File: src/rtl/sdram_avl_master.sv
// ---------------------------------------------------------------------------
// sdram_avl_master
//
// Request-side front end for an SDRAM controller's Avalon-MM slave port.
// Client read/write requests arrive on a valid/ready stream and are buffered
// in a small command FIFO. An issue FSM pops them in order onto the Avalon
// bus and holds each command while waitrequest is high. It also limits how
// many reads may be outstanding at once. Read data returns to the client on
// a registered, un-backpressured response stream.
//
// Ports
//   clk_clk, reset_reset        clock, asynchronous active-high reset
//   req_valid/req_ready         client request handshake
//   req_write/addr/wdata/be     request payload (be active-high)
//   rsp_valid/rsp_data          one-cycle read-data pulse, in request order
//   busy                        FIFO non-empty, command on bus, or reads pending
//   err_unexp                   sticky: readdatavalid with no read outstanding
//   sdram_*                     Avalon-MM master side (active-low strobes/be)
// ---------------------------------------------------------------------------
module sdram_avl_master #(
    parameter int ADDR_W     = 25,
    parameter int DATA_W     = 16,
    parameter int FIFO_DEPTH = 4,
    parameter int MAX_RD     = 4
) (
    input  logic              clk_clk,
    input  logic              reset_reset,
    input  logic              req_valid,
    output logic              req_ready,
    input  logic              req_write,
    input  logic [ADDR_W-1:0] req_addr,
    input  logic [DATA_W-1:0] req_wdata,
    input  logic [1:0]        req_be,
    output logic              rsp_valid,
    output logic [DATA_W-1:0] rsp_data,
    output logic              busy,
    output logic              err_unexp,
    output logic [ADDR_W-1:0] sdram_address,
    output logic [1:0]        sdram_byteenable_n,
    output logic              sdram_chipselect,
    output logic              sdram_read_n,
    output logic              sdram_write_n,
    output logic [DATA_W-1:0] sdram_writedata,
    input  logic [DATA_W-1:0] sdram_readdata,
    input  logic              sdram_readdatavalid,
    input  logic              sdram_waitrequest
);

    localparam int              PTR_W   = $clog2(FIFO_DEPTH);
    localparam int              ENTRY_W = 1 + ADDR_W + DATA_W + 2;
    localparam logic [PTR_W:0]  PTR_ONE = 1;
    localparam logic [3:0]      MAX_RD_C = 4'(MAX_RD);

    typedef enum logic {
        ST_IDLE = 1'b0,
        ST_CMD  = 1'b1
    } state_t;

    // ------------------------------------------------------------------
    // Command FIFO. Pointers carry one extra wrap bit so full and empty
    // are distinguishable without a separate occupancy counter.
    // ------------------------------------------------------------------
    logic [ENTRY_W-1:0] fifo_mem [FIFO_DEPTH];
    logic [PTR_W:0]     wr_ptr_reg;
    logic [PTR_W:0]     rd_ptr_reg;
    logic               ready_en_reg;
    logic               fifo_empty;
    logic               fifo_full;
    logic               push;
    logic               pop;
    logic [ENTRY_W-1:0] head;
    logic               head_write;
    logic [ADDR_W-1:0]  head_addr;
    logic [DATA_W-1:0]  head_wdata;
    logic [1:0]         head_be;

    assign fifo_empty = (wr_ptr_reg == rd_ptr_reg);
    assign fifo_full  = (wr_ptr_reg[PTR_W] != rd_ptr_reg[PTR_W]) &&
                        (wr_ptr_reg[PTR_W-1:0] == rd_ptr_reg[PTR_W-1:0]);

    // ready_en_reg keeps req_ready low while reset is held and for the
    // remainder of that cycle after release.
    assign req_ready = ready_en_reg && !fifo_full;
    assign push      = req_valid && req_ready;

    always_ff @(posedge clk_clk) begin
        if (push) begin
            fifo_mem[wr_ptr_reg[PTR_W-1:0]] <= {req_write, req_addr, req_wdata, req_be};
        end
    end

    assign head       = fifo_mem[rd_ptr_reg[PTR_W-1:0]];
    assign head_write = head[ENTRY_W-1];
    assign head_addr  = head[ENTRY_W-2 -: ADDR_W];
    assign head_wdata = head[DATA_W+1:2];
    assign head_be    = head[1:0];

    always_ff @(posedge clk_clk or posedge reset_reset) begin
        if (reset_reset) begin
            wr_ptr_reg   <= '0;
            rd_ptr_reg   <= '0;
            ready_en_reg <= 1'b0;
        end else begin
            ready_en_reg <= 1'b1;
            if (push) wr_ptr_reg <= wr_ptr_reg + PTR_ONE;
            if (pop)  rd_ptr_reg <= rd_ptr_reg + PTR_ONE;
        end
    end

    // ------------------------------------------------------------------
    // Issue FSM and registered Avalon outputs
    // ------------------------------------------------------------------
    state_t             state_reg, state_next;
    logic               cs_reg, cs_next;
    logic               rd_n_reg, rd_n_next;
    logic               wr_n_reg, wr_n_next;
    logic [ADDR_W-1:0]  addr_reg, addr_next;
    logic [DATA_W-1:0]  wdata_reg, wdata_next;
    logic [1:0]         be_n_reg, be_n_next;
    logic               load;
    logic               head_ok;
    logic               rd_accept;

    logic [3:0]         cnt_reg, cnt_next;
    logic               err_reg;
    logic               err_set;
    logic               rsp_valid_reg;
    logic [DATA_W-1:0]  rsp_data_reg;

    assign rd_accept = (state_reg == ST_CMD) && !sdram_waitrequest && !rd_n_reg;

    // Eligibility uses the count as it will stand after this edge, so a
    // read accepted on this very edge is already counted against the limit
    // and a slot freed by readdatavalid on this edge can be reused at once.
    assign head_ok = !fifo_empty && (head_write || (cnt_next < MAX_RD_C));

    always_comb begin
        state_next = state_reg;
        load       = 1'b0;
        pop        = 1'b0;
        cs_next    = cs_reg;
        rd_n_next  = rd_n_reg;
        wr_n_next  = wr_n_reg;
        addr_next  = addr_reg;
        wdata_next = wdata_reg;
        be_n_next  = be_n_reg;
        case (state_reg)
            ST_IDLE: begin
                load = head_ok;
            end
            ST_CMD: begin
                if (!sdram_waitrequest) begin
                    if (head_ok) begin
                        load = 1'b1;
                    end else begin
                        state_next = ST_IDLE;
                        cs_next    = 1'b0;
                        rd_n_next  = 1'b1;
                        wr_n_next  = 1'b1;
                    end
                end
            end
            default: state_next = ST_IDLE;
        endcase
        if (load) begin
            pop        = 1'b1;
            state_next = ST_CMD;
            cs_next    = 1'b1;
            rd_n_next  = head_write;
            wr_n_next  = !head_write;
            addr_next  = head_addr;
            wdata_next = head_wdata;
            be_n_next  = ~head_be;
        end
    end

    // Outstanding-read counter. Data arriving with nothing outstanding is
    // flagged rather than allowed to wrap the counter.
    always_comb begin
        cnt_next = cnt_reg;
        err_set  = sdram_readdatavalid && (cnt_reg == 4'd0);
        if (rd_accept && !(sdram_readdatavalid && cnt_reg != 4'd0)) begin
            cnt_next = cnt_reg + 4'd1;
        end else if (!rd_accept && sdram_readdatavalid && cnt_reg != 4'd0) begin
            cnt_next = cnt_reg - 4'd1;
        end
    end

    always_ff @(posedge clk_clk or posedge reset_reset) begin
        if (reset_reset) begin
            state_reg     <= ST_IDLE;
            cs_reg        <= 1'b0;
            rd_n_reg      <= 1'b1;
            wr_n_reg      <= 1'b1;
            addr_reg      <= '0;
            wdata_reg     <= '0;
            be_n_reg      <= 2'b11;
            cnt_reg       <= 4'd0;
            err_reg       <= 1'b0;
            rsp_valid_reg <= 1'b0;
            rsp_data_reg  <= '0;
        end else begin
            state_reg     <= state_next;
            cs_reg        <= cs_next;
            rd_n_reg      <= rd_n_next;
            wr_n_reg      <= wr_n_next;
            addr_reg      <= addr_next;
            wdata_reg     <= wdata_next;
            be_n_reg      <= be_n_next;
            cnt_reg       <= cnt_next;
            if (err_set) err_reg <= 1'b1;
            rsp_valid_reg <= sdram_readdatavalid;
            if (sdram_readdatavalid) rsp_data_reg <= sdram_readdata;
        end
    end

    assign sdram_chipselect   = cs_reg;
    assign sdram_read_n       = rd_n_reg;
    assign sdram_write_n      = wr_n_reg;
    assign sdram_address      = addr_reg;
    assign sdram_writedata    = wdata_reg;
    assign sdram_byteenable_n = be_n_reg;
    assign rsp_valid          = rsp_valid_reg;
    assign rsp_data           = rsp_data_reg;
    assign err_unexp          = err_reg;
    assign busy               = !fifo_empty || cs_reg || (cnt_reg != 4'd0);

endmodule
File: config.mk
export PLATFORM = sky130hd
export DESIGN_NAME = sdram_avl_master
export DESIGN_NICKNAME = d
export VERILOG_FILES = /design/src/rtl/sdram_avl_master.sv
export SDC_FILE = /design/constraint.sdc
export NUM_CORES = 1
export LEC_CHECK = 0
export ABC_AREA = 0
export BUFFER_PORTS_ARGS = -buffer_cell sky130_fd_sc_hd__buf_4
export CAP_MARGIN = 0
export CORE_AREA = 8 8 156 158
export CTS_CLUSTER_DIAMETER = 200
export DETAILED_ROUTE_END_ITERATION = 8
export DIE_AREA = 0 0 164 166
export GPL_ROUTABILITY_DRIVEN = 0
export GPL_TIMING_DRIVEN = 1
export PLACE_DENSITY = 0.69
export SLEW_MARGIN = 20
export SYNTH_ARGS = -nofsm -noshare
export SYNTH_HDL_FRONTEND = slang
export SYNTH_SLANG_ARGS = --single-unit
export TNS_END_PERCENT = 100
File: constraint.sdc
create_clock -name clk_clk -period 7.2 [get_ports clk_clk]
set_input_delay 1.44 -clock clk_clk [delete_from_list [all_inputs] [get_ports clk_clk]]
set_output_delay 1.44 -clock clk_clk [all_outputs]
set_load 0.02 [all_outputs]
==> results of run 1 <==
-- placed cells by master, fill, tap and decap left out, types with 2 or more instances in the layout --
master | synthesis | final
nand2_1 | 10 | 10
o21ai_0 | 3 | 3
clkinv_2 | 0 | 2
dfrtp_1 | 72 | 70
a31oi_1 | 2 | 2
clkbuf_8 | 0 | 4
clkinvlp_4 | 0 | 2
nand3_1 | 2 | 2
dfstp_2 | 4 | 4
nor2_1 | 2 | 2
maj3_1 | 2 | 2
mux2_2 | 23 | 23
mux2_1 | 38 | 38
xnor2_1 | 6 | 6
buf_4 | 0 | 135
xor2_1 | 3 | 3
edfxtp_1 | 176 | 176
mux4_2 | 43 | 43
clkinv_1 | 0 | 2
clkinv_4 | 0 | 3
a21oi_1 | 2 | 2
clkbuf_16 | 0 | 27
bufinv_16 | 0 | 3
inv_1 | 7 | 6
ha_1 | 7 | 7
clkbuf_1 | 12 | 7
and3_2 | 0 | 4
-- worst paths after layout --
path | startpoint | endpoint | slack (ps) | depth (start not counted)
max reg2reg | rd_ptr_reg[1] | sdram_writedata[15] | 4010 | 6
min in group asynchronous | reset_reset | rsp_data[15] | 1130 | 3
min reg2reg | err_unexp | err_unexp | 480 | 1
max | rd_ptr_reg[1] | busy | 3350 | 6
max in group asynchronous | reset_reset | rd_ptr_reg[0] | 5500 | 3
min | err_unexp | err_unexp | 480 | 1
-- kinds of logic after synthesis --
group,after synthesis
AOI/OAI and AO/OA,16
xor gates and xnor gates,9
adders and majority gates,9
buffers and inverters,24
DFF,252
muxes,105
other,1
and+or+nand+nor,31
-- layer usage --
| layer | global-route usage, % | share of wire [%] | routed length [um] |
|---|---|---|---|
| met5 | 0 | 0.059 | 11 |
| met4 | 3.32 | 2.0 | 377 |
| met3 | 4.09 | 7.2 | 1340 |
| met2 | 22.8 | 49 | 9180 |
| met1 | 17.2 | 41 | 7700 |
-- stage by stage --
step                std cells  instance area (um^2)  worst slack [ps]  utilization [%]  hold slack [ps]
floorplan                 447                  9480              3760                -              462
global placement          851                 10800              3060             48.8              474
detailed placement        851                 10800              2990             48.8              472
CTS                       901                 11700              3030             52.9              489
global route              902                 11700              3140             53.0              499
finish                    902                 11700              3350             53.0              481
-- cell type report --
type / instances / area share, %
Clock inverter: 12 / 1.40
Inverter: 7 / 0.235
Timing Repair Buffer: 137 / 8.92
Multi-Input combinational cell: 171 / 18.5
Sequential cell: 252 / 61.4
Tap cell: 285 / 3.04
Clock buffer: 38 / 6.46
-- worst max-delay path, cell delays in order, from the launching register on --
cell and delay (ps):
dfrtp_2 330, buf_4 600, xor2_1 180, nor2_1 130, nand2_1 110, or3_1 360, buf_4 160
-- synth_stat cells, drive strengths merged --
library cell  number  area (um^2)
a211o              1         8.76
o211ai             1         7.51
o32a               1         10.0
nand2             11         48.8
o31a               1         8.76
xnor2              6         52.6
inv                7         26.3
conb               1         3.75
nor3               1         5.00
a21oi              2         10.0
nand4bb            1         11.3
and3               4         25.0
edfxtp           176         5290
mux4              43          968
o22ai              1         6.26
mux2i              1         10.0
o21ai              4         31.3
dfrtp             72         1800
nor3b              2         20.0
o21bai             1         7.51
xor2               3         26.3
dfstp              4          105
or3                1         6.26
maj3               2         20.0
buf                5         48.8
nor2b              1         6.26
mux2              61          687
nand4b             1         8.76
nand3              2         10.0
o22a               1         8.76
and2               1         6.26
or4b               2         20.0
o221ai             1         8.76
or3b               1         8.76
nor4               1         6.26
clkbuf            12         45.0
a31oi              2         12.5
ha                 7         87.6
nor2               2         7.51
-- power by group --
part           internal [mW]  switching [mW]
logic                  0.729           0.771
registers               1.89           0.190
clock network          0.846           0.547
==> impl_metrics.toml, run 1 <==
[pwr]
ir_drop_mv = 0.264
p_leak_nw = 4.34
powerDensity_mw_per_mm2 = 424
p_total_mw = 4.97

[synth]
syn_area_per_cell_um2 = 21.2
muxShareOfSynthArea_pct = 17.6
seq_area_frac_synth_pct = 75.9
synth_xor_area_share_pct = 0.832
ys_ff_latch = 252
synth_fa_ha_area_share_pct = 1.14
synth_compound_area_share_pct = 1.27
synthCells = 447
yosys.area_share.simple_pct = 2.01
ys_types = 45
synth_top_family_by_area = "multiplexers"
netlist_area_mm2 = 0.00948
yosys_warnings = 0
syn_nets = 519

[route]
wl_per_cell_um = 20.6
wirelength_um = 18600
vias_per_cell = 5.20
drtIter0Drc = 239
drc = 0
drtPass1Iterations = 4
num_vias = 4693
antenna_left = 0

[cts]
cts_resized = 0
cts_setup_buffers = 0
h-tree-depth = 1
path_clk_slew_ps = 60
cts_tree = "built"
postCtsHoldBufs = 0
root_buffer = "clkbuf_16"
clockBufferDepth = 3
cts.sink_count = 252
clk_latency_ps = 530
cts_buffers = 27

[floorplanning]
die_w_um = 164
die_h_um = 166
core_mm2 = 0.0221
pin_count = 131
initial_core_util_pct = 42.9
rows = 55
die_area_mm2 = 0.0272

[flow_run]
cap_violations = 0

[final_layout]
ff_latch_area_mm2 = 0.00720
drive_above_1_share_pct = 42.1
n_antenna_cell = 0
nFillCells = 1729
final_nets = 668
largest_reg_flops = 176
syn_to_final_growth_pct = 23.6
multi_input_area_mm2 = 0.00217

[critical_path]
endpoint_kind = "primary output"
start_kind = "flop"
critPathMaxFanout = 48
worstPathArrival_ps = 2410
crit_type = "reg -> out"
required_ps = 5760

[sta]
final-hold-violation-count = 0
rsz0062_at_grt = "false"
slew_violations = 0
fin_crit_ps = 3850
finClkSkew_ps = 14.3
relSlewSlack_pct = 49.6
fin_setup_tns_ps = 0
finalSetupViolations = 0
finalCritPeriodShare_pct = 53.5
tightest_slew_ps = 756
fmax_mhz = 260

[placement]
io_buffer_count = 130
dp_hpwl_um = 10700

[min_path]
worst_hold_path_type = "reg -> reg"

[global_routing]
grt_pass1_vias = 5216
grt_pass1_wl_um = 29200
grtUsageTotal_pct = 13.7
grt_max_degree = 77
grt_overflow = 0
antenna_found_initial = 1

[outcome]
status = "finished clean"
Note: power is estimated with default switching activity, not from simulation.
==> run 2, diff against run 1 <==
--- a/config.mk
+++ b/config.mk
@@ -14,7 +14,7 @@
 export DIE_AREA = 0 0 164 166
 export GPL_ROUTABILITY_DRIVEN = 0
 export GPL_TIMING_DRIVEN = 1
-export PLACE_DENSITY = 0.69
+export PLACE_DENSITY = 0.72
 export SLEW_MARGIN = 20
 export SYNTH_ARGS = -nofsm -noshare
 export SYNTH_HDL_FRONTEND = slang
==> constraint.sdc (replaced) <==
create_clock -name clk_clk -period 3.4 [get_ports clk_clk]
set_input_delay 0.68 -clock clk_clk [delete_from_list [all_inputs] [get_ports clk_clk]]
set_output_delay 0.68 -clock clk_clk [all_outputs]
set_load 0.02 [all_outputs]
==> run 2 against run 1 <==
  * Non-clock buffer count up 6
  * Worst hold slack worse by 270 ps
  * Power up 110%
  * Sequential share of layout area up 0.14 points
  * Largest power group unchanged
==> impl_metrics.toml, run 2 (synthesis gave the netlist of run 1 again) <==
[outcome]
status = "finished clean"

[pwr]
pwr-share-comb_pct = 31.5
intPower_mw = 7.20
p_leak_nw = 4.34
swShare_pct = 30.5
p_sw_mw = 3.16
ir_drop_mv = 0.551
powerDensity_mw_per_mm2 = 886
p_seq_share_pct = 42.1
power_frac_clock_pct = 26.4

[cts]
cts_resized = 0
clk_latency_ps = 510
clockBufferDepth = 3
cts_buffers = 26
cts_tree = "built"
cts.sink_count = 252
root_buffer = "clkbuf_16"
cts_setup_buffers = 0
h-tree-depth = 1
postCtsHoldBufs = 0
path_clk_slew_ps = 60

[route]
drtPass1Iterations = 4
num_vias = 4665
antenna_left = 0
wirelength_um = 18700
drc = 0
vias_per_cell = 5.15
drtIter0Drc = 237
wl_per_cell_um = 20.7

[floorplanning]
die_h_um = 166
initial_core_util_pct = 42.9
rows = 55
core_mm2 = 0.0221
die_w_um = 164
pin_count = 131
die_area_mm2 = 0.0272

[placement]
dp_hpwl_um = 12200
io_buffer_count = 130
dpl_worst_slack_ps = 131

[critical_path]
slowest_delay_ps = 500
start_kind = "flop"
crit_type = "reg -> out"
critPathMaxFanout = 5
worstPathArrival_ps = 2270
endpoint_kind = "primary output"
worstPathCellList = "inv_1, ha_1, or3b_2, or3_1, buf_4"
required_ps = 2720
cp_slowest_cell = "or3b_2"

[sta]
tightest_slew_ps = 722
rsz0062_at_grt = "false"
fmax_mhz = 339
slew_violations = 0
setup_ws_ps = 450
fin_setup_tns_ps = 0
finalCritPeriodShare_pct = 86.8
finClkSkew_ps = 8.94
final-hold-violation-count = 0
fin_crit_ps = 2950
finalSetupViolations = 0
relSlewSlack_pct = 51.9

[global_routing]
antenna_found_initial = 1
grt_pass1_wl_um = 29000
grt_max_degree = 39
grtUsageTotal_pct = 13.6
grt_overflow = 0
grt_pass1_vias = 5320

[flow_run]
cap_violations = 0

[min_path]
worst_hold_path_type = "in -> async"

[final_layout]
drive_above_1_share_pct = 41.9
n_antenna_cell = 0
final_cell_mix = "176 x edfxtp_1, 140 x buf_4, 70 x dfrtp_1"
final_nets = 673
syn_to_final_growth_pct = 23.3
layout_commonest_cell = "edfxtp_1"
largest_reg_flops = 176
run 2: power groups by stage:
| stage | logic (mW) | clock network [mW] | registers [mW] |
|---|---|---|---|
| floorplan | 1.92 | 0 | 4.66 |
| global placement | 3.23 | 0 | 4.39 |
| detailed placement | 3.33 | 0 | 4.43 |
| CTS | 3.34 | 2.80 | 4.38 |
| global route | 3.52 | 2.92 | 4.44 |
| finish | 3.26 | 2.74 | 4.36 |
run 2: cell type report:
class	instances	area [um^2]
timing repair buffer	143	1110
clock buffer	36	719
inverter	7	28.8
fill	1721	10400
sequential	252	7200
tap	285	357
multi-input combinational	171	2170
clock inverter	11	106
run 2: per-stage QoR:
step | cell area, um^2 | power, mW | cells | hold slack [ps] | utilization [%]
after global placement | 10900 | 7.63 | 858 | 477 | 49.2
after global routing | 11700 | 10.9 | 905 | 240 | 52.9
after CTS | 11700 | 10.5 | 905 | 231 | 52.9
final | 11700 | 10.4 | 905 | 215 | 52.9
after floorplan | 9480 | 6.58 | 447 | 462 | -
after detailed placement | 10900 | 7.76 | 858 | 487 | 49.2
run 2: path summary, 6_finish.rpt:
kind / from / end / slack [ps] / cells after the start
setup / recovery: cnt_reg[0] / busy / 450 / 5
hold / removal: reset_reset / rsp_data[6] / 210 / 2
setup reg to reg: cnt_reg[1] / sdram_address[9] / 570 / 8
hold reg to reg: wr_ptr_reg[2] / wr_ptr_reg[2] / 500 / 1
max in group asynchronous: reset_reset / sdram_write_n / 2420 / 3
min in group clk_clk: req_wdata[12] / fifo_mem[1][14] / 370 / 1
run 2: layer usage:
layer | global-route usage, % | routed length [um] | share of wire [%] | vias up
li1 | - | - | - | 2081
met1 | 16.3 | 7520 | 40 | 2404
met2 | 23.7 | 9500 | 51 | 144
met3 | 4.14 | 1430 | 7.6 | 34
met4 | 3.08 | 259 | 1.4 | 2
met5 | 0 | 13 | 0.069 | -
run 2: critical path, delay by kind of cell (launching register included):
kind	cells	cell delay (ps)
AND/OR/NAND/NOR	2	830
adder cells (fa/ha/maj)	1	240
buffers and inverters	2	280
flip-flops	1	420
